===== src/rtl/xgmii_rx_framer.sv =====
// rtl/xgmii_rx_framer.sv - XGMII receive framer: frame extraction, lane-4 realignment, abort and stats
// Only frame words reach the FIFO; SOF4 frames are shifted by four lanes so FB always lands in lane 0.
module xgmii_rx_framer #(
  parameter int MAX_WORDS = 1200,
  parameter int CNT_W     = 32
) (
  input  logic             sys_clk,
  input  logic             sys_rst,
  input  logic [71:0]      xgmii_rx,
  output logic [71:0]      fifo_din,
  output logic             fifo_wr_en,
  input  logic             fifo_full,
  input  logic             fifo_half,
  output logic [CNT_W-1:0] frame_cnt,
  output logic [CNT_W-1:0] drop_cnt,
  output logic [CNT_W-1:0] err_cnt
);

  localparam logic [71:0]     IDLE_WORD  = 72'hFF_0707070707070707;
  localparam logic [71:0]     ABORT_WORD = 72'hFF_070707070707FDFE;
  localparam int              WC_W       = $clog2(MAX_WORDS + 1);
  localparam logic [WC_W-1:0] WC_LAST    = WC_W'(MAX_WORDS - 1);

  typedef enum logic [1:0] {S_IDLE, S_FRAME, S_FLUSH, S_DROP} state_t;

  state_t           state_q, state_d;
  logic             align_q, align_d;
  logic             fe_seen_q, fe_seen_d;
  logic             wr_en_q, wr_en_d;
  logic [35:0]      hold_q, hold_d;
  logic [71:0]      din_q, din_d;
  logic [WC_W-1:0]  wcnt_q, wcnt_d;
  logic [CNT_W-1:0] frame_q, frame_d, drop_q, drop_d, err_q, err_d;

  logic [7:0]  is_fd, is_fe;
  logic        sof0, sof4_raw, sof4, term_lo, term_hi, term;
  logic [71:0] shifted, flush_word, out_word;
  logic        out_term, admit0, admit4, frame_inc, drop_inc;
  logic [1:0]  err_inc;

  always_comb begin
    is_fd = '0;
    is_fe = '0;
    for (int n = 0; n < 8; n++) begin
      is_fd[n] = xgmii_rx[64+n] && (xgmii_rx[8*n +: 8] == 8'hFD);
      is_fe[n] = xgmii_rx[64+n] && (xgmii_rx[8*n +: 8] == 8'hFE);
    end
  end

  assign sof0     = xgmii_rx[64] && (xgmii_rx[7:0] == 8'hFB);
  assign sof4_raw = xgmii_rx[68] && (xgmii_rx[39:32] == 8'hFB);
  assign term_lo  = |is_fd[3:0];
  assign term_hi  = |is_fd[7:4];
  assign term     = term_lo || term_hi;
  assign sof4     = sof4_raw && !term_lo;

  // hold_q = {ctl[7:4], rxd[63:32]} of the previous word
  assign shifted    = {xgmii_rx[67:64], hold_q[35:32], xgmii_rx[31:0], hold_q[31:0]};
  assign flush_word = {4'hF, hold_q[35:32], 32'h07070707, hold_q[31:0]};
  assign out_word   = align_q ? shifted : xgmii_rx;
  assign out_term   = align_q ? term_lo : term;

  always_comb begin
    state_d   = state_q;
    align_d   = align_q;
    fe_seen_d = fe_seen_q;
    hold_d    = {xgmii_rx[71:68], xgmii_rx[63:32]};
    wr_en_d   = 1'b0;
    din_d     = din_q;
    wcnt_d    = wcnt_q;
    frame_inc = 1'b0;
    drop_inc  = 1'b0;
    err_inc   = 2'd0;
    admit0    = 1'b0;
    admit4    = 1'b0;
    case (state_q)
      S_IDLE: begin
        admit0 = sof0;
        admit4 = !sof0 && sof4;
      end
      S_FRAME: begin
        if (|is_fe && !fe_seen_q) begin
          fe_seen_d = 1'b1;
          err_inc   = err_inc + 2'd1;
        end
        if (fifo_full) begin
          drop_inc = 1'b1;
          state_d  = term ? S_IDLE : S_DROP;
        end else if (sof0 || sof4 || (wcnt_q == WC_LAST && !out_term)) begin
          err_inc = err_inc + 2'd1;
          wr_en_d = 1'b1;
          din_d   = ABORT_WORD;
          state_d = term ? S_IDLE : S_DROP;
        end else begin
          wr_en_d = 1'b1;
          din_d   = out_word;
          wcnt_d  = wcnt_q + WC_W'(1);
          if (out_term) begin
            frame_inc = 1'b1;
            state_d   = S_IDLE;
            admit4    = term_lo && sof4_raw;
          end else if (align_q && term_hi) begin
            state_d = S_FLUSH;
          end
        end
      end
      S_FLUSH: begin
        state_d = S_IDLE;
        if (fifo_full) begin
          drop_inc = 1'b1;
        end else begin
          wr_en_d   = 1'b1;
          din_d     = flush_word;
          frame_inc = 1'b1;
        end
      end
      S_DROP: begin
        if (term) begin
          state_d = S_IDLE;
          admit4  = term_lo && sof4_raw;
        end
      end
      default: state_d = S_IDLE;
    endcase

    // Admission: a back-to-back FD/FB word closes one frame and opens the next here
    if (admit0 || admit4) begin
      fe_seen_d = 1'b0;
      wcnt_d    = '0;
      if (fifo_half || fifo_full) begin
        drop_inc = 1'b1;
        state_d  = S_DROP;
      end else begin
        state_d = S_FRAME;
        align_d = admit4;
        if (admit0 ? |is_fe : |is_fe[7:4]) begin
          fe_seen_d = 1'b1;
          err_inc   = err_inc + 2'd1;
        end
        if (admit0) begin
          wr_en_d = 1'b1;
          din_d   = xgmii_rx;
          wcnt_d  = WC_W'(1);
        end
      end
    end

    frame_d = frame_q + CNT_W'(frame_inc);
    drop_d  = drop_q + CNT_W'(drop_inc);
    err_d   = err_q + CNT_W'(err_inc);
  end

  always_ff @(posedge sys_clk or posedge sys_rst) begin
    if (sys_rst) begin
      state_q   <= S_IDLE;
      align_q   <= 1'b0;
      fe_seen_q <= 1'b0;
      wr_en_q   <= 1'b0;
      hold_q    <= {4'hF, 32'h07070707};
      din_q     <= IDLE_WORD;
      wcnt_q    <= '0;
      frame_q   <= '0;
      drop_q    <= '0;
      err_q     <= '0;
    end else begin
      state_q   <= state_d;
      align_q   <= align_d;
      fe_seen_q <= fe_seen_d;
      wr_en_q   <= wr_en_d;
      hold_q    <= hold_d;
      din_q     <= din_d;
      wcnt_q    <= wcnt_d;
      frame_q   <= frame_d;
      drop_q    <= drop_d;
      err_q     <= err_d;
    end
  end

  assign fifo_din   = din_q;
  assign fifo_wr_en = wr_en_q;
  assign frame_cnt  = frame_q;
  assign drop_cnt   = drop_q;
  assign err_cnt    = err_q;

endmodule


===== config.mk =====
export PLATFORM = sky130hd
export DESIGN_NAME = xgmii_rx_framer
export DESIGN_NICKNAME = d
export VERILOG_FILES = /design/src/rtl/xgmii_rx_framer.sv
export SDC_FILE = /design/constraint.sdc
export NUM_CORES = 1
export LEC_CHECK = 0
export BUFFER_PORTS_ARGS = -buffer_cell sky130_fd_sc_hd__buf_2
export CAP_MARGIN = 10
export CORE_MARGIN = 1.5
export CORE_UTILIZATION = 30
export CTS_BUF_LIST = sky130_fd_sc_hd__clkbuf_16
export DETAILED_ROUTE_END_ITERATION = 8
export GPL_TIMING_DRIVEN = 0
export HOLD_SLACK_MARGIN = 0.08
export SLEW_MARGIN = 0
export SYNTH_ARGS = -nofsm -noshare
export SYNTH_HDL_FRONTEND = slang
export SYNTH_SLANG_ARGS = --single-unit
export TNS_END_PERCENT = 20

===== constraint.sdc =====
create_clock -name sys_clk -period 7 [get_ports sys_clk]
set_input_delay 0.35 -clock sys_clk [delete_from_list [all_inputs] [get_ports sys_clk]]
set_output_delay 0.35 -clock sys_clk [all_outputs]
set_load 0.005 [all_outputs]

==> flow_metrics.tcl, run 1 <==
set metrics [dict create \
    start_util 0.304 \
    antenna_found_initial 1 \
    status "completed" \
    final_nets 1473 \
    setup_viol 0 \
    dr.first_iter.drc_count 670 \
    grt_max_degree 125 \
    grt_pass1_vias 9874 \
    rsz0062_at_grt "false" \
    synth.avg_cell_area_um2 10.3 \
    rr_endpoint "err_cnt[28]" \
    leakage_nw 6.62 \
    yosysWarnings 0 \
    clk_pin_slew_worst_paths_ns 0.06 \
    htree_levels 1 \
    clock-root-buffer "clkbuf_16" \
    hold_slack_ns 0.110 \
    peakVddDrop_v 0.000215 \
    skew_ns 0.0106 \
    synth_top_area_share 0.398 \
    ant_nets 0 \
    r2r-start "wcnt_q[0]" \
    startpoint "xgmii_rx[38]" \
    area_growth_pct 29.8 \
    numCtsBuffers 26 \
    clock_latency_ns 0.53 \
    final_cell_count_no_fill 1866 \
    slew_headroom 0.446 \
    wl_per_cell_um 19.4 \
    grt_overflow 0 \
    vias 9964 \
    path_class "input port to flop" \
    setup_tns_ns 0 \
    grt_pass1_wl_mm 56.1 \
    endpoint "err_cnt[28]" \
    syn-num-nets 1144 \
    place.gp.congestion 0.922 \
    seq_area_frac_synth 0.515 \
    yosys-top-cells-area "dfrtp_1 (40%), dfstp_2 (12%), xnor2_1 (5.1%), nand2_1 (4.3%), o21ai_0 (4.1%)" \
    finalHoldViolCount 0 \
    synth_edf_count 0 \
    fin_crit_sh 0.810 \
    place_inst 1761 \
    die_w_um 193 \
    p_per_area_mw_per_mm2 305 \
    hpwlAfterDp_mm 25.4 \
    coreArea_mm2 0.0356 \
    ff2ff_path_depth 18 \
    synth_cell_types 68 \
    layout_commonest_cell "buf_2" \
    io_buffers 244 \
    final_cell_mix "buf_2 (254), dfrtp_1 (172), nand2_1 (123)" \
    arrival_ns 6.09 \
    syn_area_mm2 0.0108 \
    worst_pin_slew_ns 0.831 \
    rows 69 \
    report.final.slew_viol_count 0 \
    cts_sinks 220 \
    r2r_setup_slack_ns 1.90 \
    synth_top_cell_by_area "dfrtp_1" \
    hold_path_class "input port to flop" \
    drc 0 \
    critPathLaunchType "input port" \
    postCtsSetupBuffers 0 \
    cts_tree "done" \
    finalCriticalPeriod_ns 5.67 \
    async_reset_ff_frac 1.00 \
    drive_gt1_frac 0.263 \
    required_ns 7.42 \
    maxCapViolations 0 \
    end_kind "flop" \
    io_pins 245 \
    wirelength_mm 36.3 \
    vias_per_cell 5.34 \
    clock_path_buffers 3 \
    die_y_um 193 \
    dieArea_mm2 0.0372 \
    ys.flop_type "dfrtp_1" \
    syn-instance-count 1055 \
    synth.ff_latch_count 220 \
    crit_fanout 10 \
    fmax_mhz 176 \
    drt_pass1_iterations 5 \
    grt_usage 0.192 \
]
## timing repair
action	in CTS	in global routing
hold endpoints to repair	171	0
hold buffers	56	0
resized for setup	0	0
## worst max-delay path, stage by stage
cell and delay, ns:
dlygate4sd3_1 0.54, buf_2 0.15, nand4_2 0.20, nor4_2 0.46, nor4_2 0.18, o311ai_4 0.44, buf_2 0.34, nand2_1 0.27
ha_1 0.40, nand2_1 0.07, o41ai_1 0.70, fa_1 0.39, nand2_1 0.10, nor3_1 0.32, and3_1 0.23, clkbuf_1 0.23
nand3_1 0.15, nor2_1 0.27, nand4_1 0.15, xnor2_1 0.14
## state kept, by name (all words and copies together), names as in the netlist
signal / flops
fifo_din: 72
hold_q: 36
drop_cnt: 32
err_cnt: 32
frame_cnt: 32
wcnt_q: 11
state_q: 2
align_q: 1
fe_seen_q: 1
fifo_wr_en: 1
## worst min-delay path by stage
stage                            start            to  slack (ns)  cells after the start
after CTS                 xgmii_rx[65]  fifo_din[65]        0.08                      3
after floorplan           xgmii_rx[32]     hold_q[0]        0.35                      0
final                     xgmii_rx[65]  fifo_din[65]        0.11                      3
after detailed placement   err_cnt[31]   err_cnt[31]        0.46                      1
after global routing      xgmii_rx[19]  fifo_din[19]        0.09                      2
after global placement    drop_cnt[31]  drop_cnt[31]        0.46                      1
## cells in the mapped netlist (all sizes together) (2+ instances only)
cell type  number
dfrtp         172
nand2         123
o21ai          89
xnor2          63
nand3          59
nor2           53
dfstp          48
clkbuf         42
xor2           37
a21oi          36
a221o          36
nand4          26
and2           25
and3           24
a31oi          22
a221oi         20
inv            18
mux2i          18
nor3           15
buf            14
o22ai          14
ha             12
nor4           12
a2111oi        11
a21o           11
nor4b           7
and4            6
nand2b          4
nor2b           4
nand4b          3
o41ai           3
a311oi          2
clkinv          2
nor3b           2
o21bai          2
o221ai          2
o311ai          2
o31ai           2
or2             2
## where the power goes
group	switching (mW)	internal (mW)	total (mW)
clock network	0.558	0.769	1.33
registers	0.159	1.55	1.71
logic	0.739	0.501	1.24
## layout make-up
| class | instances | area [µm²] |
|---|---|---|
| antenna | 1 | 2.50 |
| buffer | 56 | 228 |
| clock buffer | 27 | 676 |
| clock inverter | 21 | 149 |
| fill | 3450 | 21500 |
| inverter | 20 | 82.6 |
| multi-input combinational | 759 | 4950 |
| sequential | 220 | 5570 |
| tap | 461 | 577 |
| timing repair buffer | 301 | 1810 |
## per-stage QoR
step,setup slack (ns),instance area [µm²],total power [mW],util
3_3_place_gp,-2.24,12600,2.88,0.355
6_report,1.33,14000,4.27,0.395
3_5_place_dp,1.30,12600,2.92,0.356
2_1_floorplan,0.708,10800,2.41,-
5_1_grt,0.806,14000,4.52,0.395
4_1_cts,1.31,14000,4.30,0.395
## metal layers
| layer | GRT usage | up-vias | routed length, µm |
|---|---|---|---|
| met3 | 0.0402 | 78 | 2860 |
| met2 | 0.313 | 470 | 17000 |
| met1 | 0.247 | 4900 | 15200 |
| li1 | - | 4516 | - |
| met4 | 0.0781 | 0 | 1200 |
| met5 | 0 | - | 0 |
## logic make-up (layout without fill, tap and decap cells)
kind of cell             after synthesis  after routing  share of synthesized area
AO/OA/AOI/OAI                        261            261                      0.170
buffers and inverters                 76            425                     0.0280
adder cells (fa/ha/maj)               13             13                     0.0157
XOR/XNOR                             100            100                     0.0810
multiplexers                          18             18                     0.0167
other                                  0              1                          0
AND/OR/NAND/NOR                      367            367                      0.174
flip-flops                           220            220                      0.515
No activity file was read; power rests on OpenSTA's default activity.
==> run 2, diff against run 1 <==
clock period = 4.7 ns   (was 7 ns; I/O delays follow)
==> flow_metrics.tcl, run 2 (same netlist as run 1, synthesis figures left out) <==
set metrics [dict create \
    hpwlAfterDp_mm 25.8 \
    drc 0 \
    final_nets 1497 \
    io_pins 245 \
    place_inst 1765 \
    report.final.slew_viol_count 0 \
    end_kind "flop" \
    rsz0062_at_grt "true" \
    die_y_um 193 \
    worst_pin_slew_ns 0.955 \
    utilization 0.404 \
    finalHoldViolCount 0 \
    ant_nets 0 \
    antenna_found_initial 1 \
    cts_sinks 220 \
    setup_viol 0 \
    fin_crit_sh 0.968 \
    drive_gt1_frac 0.275 \
    required_ns 5.11 \
    crit_fanout 10 \
    wirelength_mm 37.1 \
    clock_latency_ns 0.54 \
    setup_tns_ns 0 \
    status "completed" \
    hold_slack_ns 0.110 \
    hold_path_class "input port to flop" \
    area_growth_pct 32.8 \
    io_buffers 244 \
    cts_tree "done" \
    hold_path_depth 3 \
    numCtsBuffers 26 \
    p_per_area_mw_per_mm2 441 \
    htree_levels 1 \
    maxCapViolations 0 \
    coreArea_mm2 0.0356 \
    path_class "flop to flop" \
    clk_pin_slew_worst_paths_ns 0.06 \
    clock-root-buffer "clkbuf_16" \
    vias 10087 \
    layout_commonest_cell "buf_2" \
    clock_path_buffers 3 \
    place.gp.congestion 0.941 \
    skew_ns 0.0123 \
    final_cell_count_no_fill 1890 \
    finalPower_mw 6.34 \
    fmax_mhz 220 \
    die_w_um 193 \
    dr.first_iter.drc_count 614 \
    grt_pass1_vias 9904 \
    peakVddDrop_v 0.000337 \
    grt_pass1_wl_mm 56.8 \
    final_cell_mix "buf_2 (252), dfrtp_1 (172), nand2_1 (122)" \
    num-fill-cells 3506 \
    grt_usage 0.195 \
    slew_headroom 0.359 \
    arrival_ns 4.96 \
    critPathLaunchType "flop" \
    finalCriticalPeriod_ns 4.55 \
    leakage_nw 6.79 \
    drt_pass1_iterations 5 \
    grt_max_degree 42 \
    wl_per_cell_um 19.6 \
    rows 69 \
    start_util 0.304 \
    vias_per_cell 5.34 \
    dieArea_mm2 0.0372 \
    grt_overflow 0 \
    largest_reg_flops 72 \
    ff2ff_path_depth 17 \
]
==> run 2: power breakdown <==
part           leakage [nW]  internal, mW  switching [mW]
Sequential             2.81          2.30           0.228
Combinational          3.57         0.770            1.11
Clock                 0.409          1.09           0.834
Total                  6.79          4.16            2.18
==> run 2: worst max-delay path: stages, from the launching register on <==
cell	delay [ns]
dfrtp_1	0.40
inv_1	0.11
ha_1	0.17
clkbuf_1	0.39
nor2b_1	0.19
clkbuf_2	0.29
clkbuf_2	0.36
a31oi_1	0.10
nor2_1	0.25
ha_1	0.26
ha_1	0.22
inv_1	0.07
or3_1	0.42
nor2_1	0.32
and3_1	0.31
nand4_1	0.19
or2_1	0.26
xnor2_1	0.12
==> run 2: what timing repair did <==
item,4_1_cts,5_1_grt
hold endpoints to repair,137,0
hold buffers,73,0
pin swaps,0,1
setup endpoints to repair,24,24
gates resized for setup,13,11
cloned,0,0
setup buffers,1,3
==> run 2: through the flow <==
stage,setup slack [ns],instance area (µm²)
final,0.149,14400
after floorplan,0.647,10800
after CTS,0.00660,14300
after global placement,-0.968,12600
after global routing,-0.161,14400
after detailed placement,-1.02,12700
==> run 2: final timing paths <==
| path | start | end | slack, ns |
|---|---|---|---|
| worst max-delay path | state_q[0] | frame_cnt[26] | 0.15 |
| worst min-delay path | fifo_half | state_q[1] | 0.11 |
| worst max register to register | state_q[0] | frame_cnt[26] | 0.15 |
| worst min register to register | drop_cnt[31] | drop_cnt[31] | 0.46 |
| max in group asynchronous | sys_rst | fifo_din[66] | 3.02 |
| min in group asynchronous | sys_rst | frame_cnt[30] | 0.41 |
==> run 2: cell type report <==
| class | instances | area (µm²) | area share |
|---|---|---|---|
| clock buffer | 27 | 676 | 0.0470 |
| tap | 461 | 577 | 0.0401 |
| buffer | 55 | 236 | 0.0165 |
| antenna | 1 | 2.50 | 0.000174 |
| sequential | 220 | 5570 | 0.387 |
| inverter | 20 | 78.8 | 0.00549 |
| multi-input combinational | 759 | 5020 | 0.350 |
| timing repair buffer | 326 | 2080 | 0.145 |
| clock inverter | 21 | 126 | 0.00880 |
==> run 2: per-layer routing <==
| layer | vias up | GRT usage | share of wire |
|---|---|---|---|
| met2 | 490 | 0.319 | 0.47 |
| met3 | 87 | 0.0391 | 0.082 |
| met5 | - | 0 | 0 |
| li1 | 4589 | - | - |
| met4 | 0 | 0.0754 | 0.033 |
| met1 | 4921 | 0.253 | 0.42 |
==> run 3, diff against run 2 <==
CORE_ASPECT_RATIO = 0.5   (was unset)
==> flow_metrics.tcl, run 3 (same netlist as run 1, synthesis figures left out) <==
set metrics [dict create \
    end_kind "flop" \
    largest_reg_flops 72 \
    final_cell_mix "buf_2 (253), dfrtp_1 (172), nand2_1 (122)" \
    clock_latency_ns 0.54 \
    die_y_um 137 \
    critPathLaunchType "input port" \
    hpwlAfterDp_mm 26.0 \
    seqPwrFrac 0.401 \
    fmax_mhz 226 \
    drt_pass1_iterations 5 \
    worst_pin_slew_ns 0.850 \
    hp-start "xgmii_rx[34]" \
    die_w_um 272 \
    crit_fanout 10 \
    holdPathEnd "align_q" \
    setup_viol 0 \
    cellInternalPower_mw 4.13 \
    fin_crit_sh 0.940 \
    wirelength_mm 37.0 \
    status "completed" \
    clk_pin_slew_worst_paths_ns 0.07 \
    rows 48 \
    layout_setup_ws_ns 0.283 \
    io_pins 245 \
    hold_path_class "input port to flop" \
    required_ns 5.10 \
    clock_path_buffers 3 \
    grt_usage 0.191 \
    htree_levels 1 \
    vias_per_cell 5.23 \
    arrival_ns 4.82 \
    grt_overflow 0 \
    grt_pass1_vias 9585 \
    cts_sinks 220 \
    finalCriticalPeriod_ns 4.42 \
    r2r-start "state_q[0]" \
    drc 0 \
    numCtsBuffers 23 \
    report.final.slew_viol_count 0 \
    vias 9928 \
    io_buffers 244 \
    drive_gt1_frac 0.271 \
    maxCapViolations 0 \
    antenna_found_initial 1 \
    utilization 0.409 \
    peakVddDrop_v 0.000241 \
    power.switching_mw 2.19 \
    clock_power_share 0.296 \
    grt_max_degree 43 \
    r2r_setup_slack_ns 0.31 \
    slew_headroom 0.434 \
    rr_endpoint "frame_cnt[26]" \
    sw_frac_of_total 0.346 \
    dieArea_mm2 0.0373 \
    power_frac_comb 0.303 \
    ant_nets 0 \
    path_class "input port to flop" \
    finalHoldViolCount 0 \
    skew_ns 0.0342 \
    final_cell_count_no_fill 1898 \
    place_inst 1780 \
    setup_tns_ns 0 \
    p_per_area_mw_per_mm2 441 \
    pre_cts_slack_ns -0.567 \
    place.gp.congestion 0.911 \
    wl_per_cell_um 19.5 \
    area_growth_pct 32.4 \
    clock-root-buffer "clkbuf_16" \
    hold_path_depth 4 \
    start_util 0.309 \
    final_nets 1494 \
    grt_pass1_wl_mm 55.9 \
    ff2ff_path_depth 17 \
    dr.first_iter.drc_count 679 \
    cts_tree "done" \
    coreArea_mm2 0.0350 \
    layout_commonest_cell "buf_2" \
    leakage_nw 6.75 \
]
run 3: cell count changes in the layout (fill, tap and decap cells not counted), sizes merged:
cell,before,now
buf,266,265
clkbuf,69,65
clkinvlp,3,2
clkinv,16,10
inv,21,24
dlygate4sd3,73,74
bufinv,1,3
run 3: cell type report:
| cell class | instances | area [µm²] |
|---|---|---|
| diodes | 1 | 2.50 |
| plain buffers | 55 | 231 |
| clock buffers | 23 | 576 |
| clock inverters | 19 | 169 |
| fillers | 3444 | 20700 |
| inverters | 20 | 78.8 |
| multi-input cells | 759 | 5000 |
| flip-flops and latches | 220 | 5570 |
| well taps | 475 | 594 |
| repair buffers | 326 | 2100 |
run 3: repair_timing:
action,CTS,global route
setup endpoints to repair,20,30
hold buffers,74,0
hold endpoints to repair,124,0
buffers inserted,0,2
gates resized for setup,5,15
gates cloned,0,0
run 3: power by group through the flow:
stage / sequential, mW / clock [mW] / combinational (mW)
finish: 2.53 / 1.87 / 1.91
global route: 2.56 / 2.00 / 2.10
CTS: 2.53 / 1.92 / 1.89
detailed placement: 2.56 / 0 / 1.82
global placement: 2.56 / 0 / 1.79
floorplan: 2.53 / 0 / 1.06
run 3: metal layers:
layer | part of all wire | GRT usage | vias up | wire length, µm
li1 | - | - | 4561 | -
met2 | 0.47 | 0.312 | 365 | 17400
met1 | 0.43 | 0.251 | 4896 | 15700
met3 | 0.061 | 0.0345 | 106 | 2260
met5 | 0 | 0 | - | 0
met4 | 0.041 | 0.0821 | 0 | 1520
run 3: worst max-delay path, stage by stage:
cell	delay, ns
dlygate4sd3_1	0.52
buf_2	0.16
nor4b_2	0.34
nor4_4	0.13
o311ai_4	0.44
clkbuf_4	0.33
nand2_2	0.18
ha_1	0.37
nand2_1	0.08
o311ai_1	0.28
o41ai_2	0.16
ha_1	0.31
a21oi_1	0.12
nor3_2	0.25
and3_1	0.29
nand3_1	0.11
nor2_2	0.22
nand4_1	0.14
xnor2_1	0.14
run 3: worst max-delay path by stage:
stage / from / end / slack [ns]
2_1_floorplan: wcnt_q[0] / err_cnt[28] / 0.65
3_3_place_gp: xgmii_rx[71] / err_cnt[28] / -0.57
3_5_place_dp: xgmii_rx[71] / err_cnt[28] / -0.57
4_1_cts: xgmii_rx[0] / err_cnt[31] / 0.01
5_1_grt: wcnt_q[0] / err_cnt[31] / -0.01
6_report: xgmii_rx[48] / err_cnt[31] / 0.28
run 3: per-stage QoR:
step	area [µm²]	power, mW	hold slack, ns
after global routing	14300	6.66	0.213
after global placement	12600	4.34	0.375
final	14300	6.32	0.210
after CTS	14300	6.33	0.156
after floorplan	10800	3.59	0.239
after detailed placement	12800	4.38	0.295
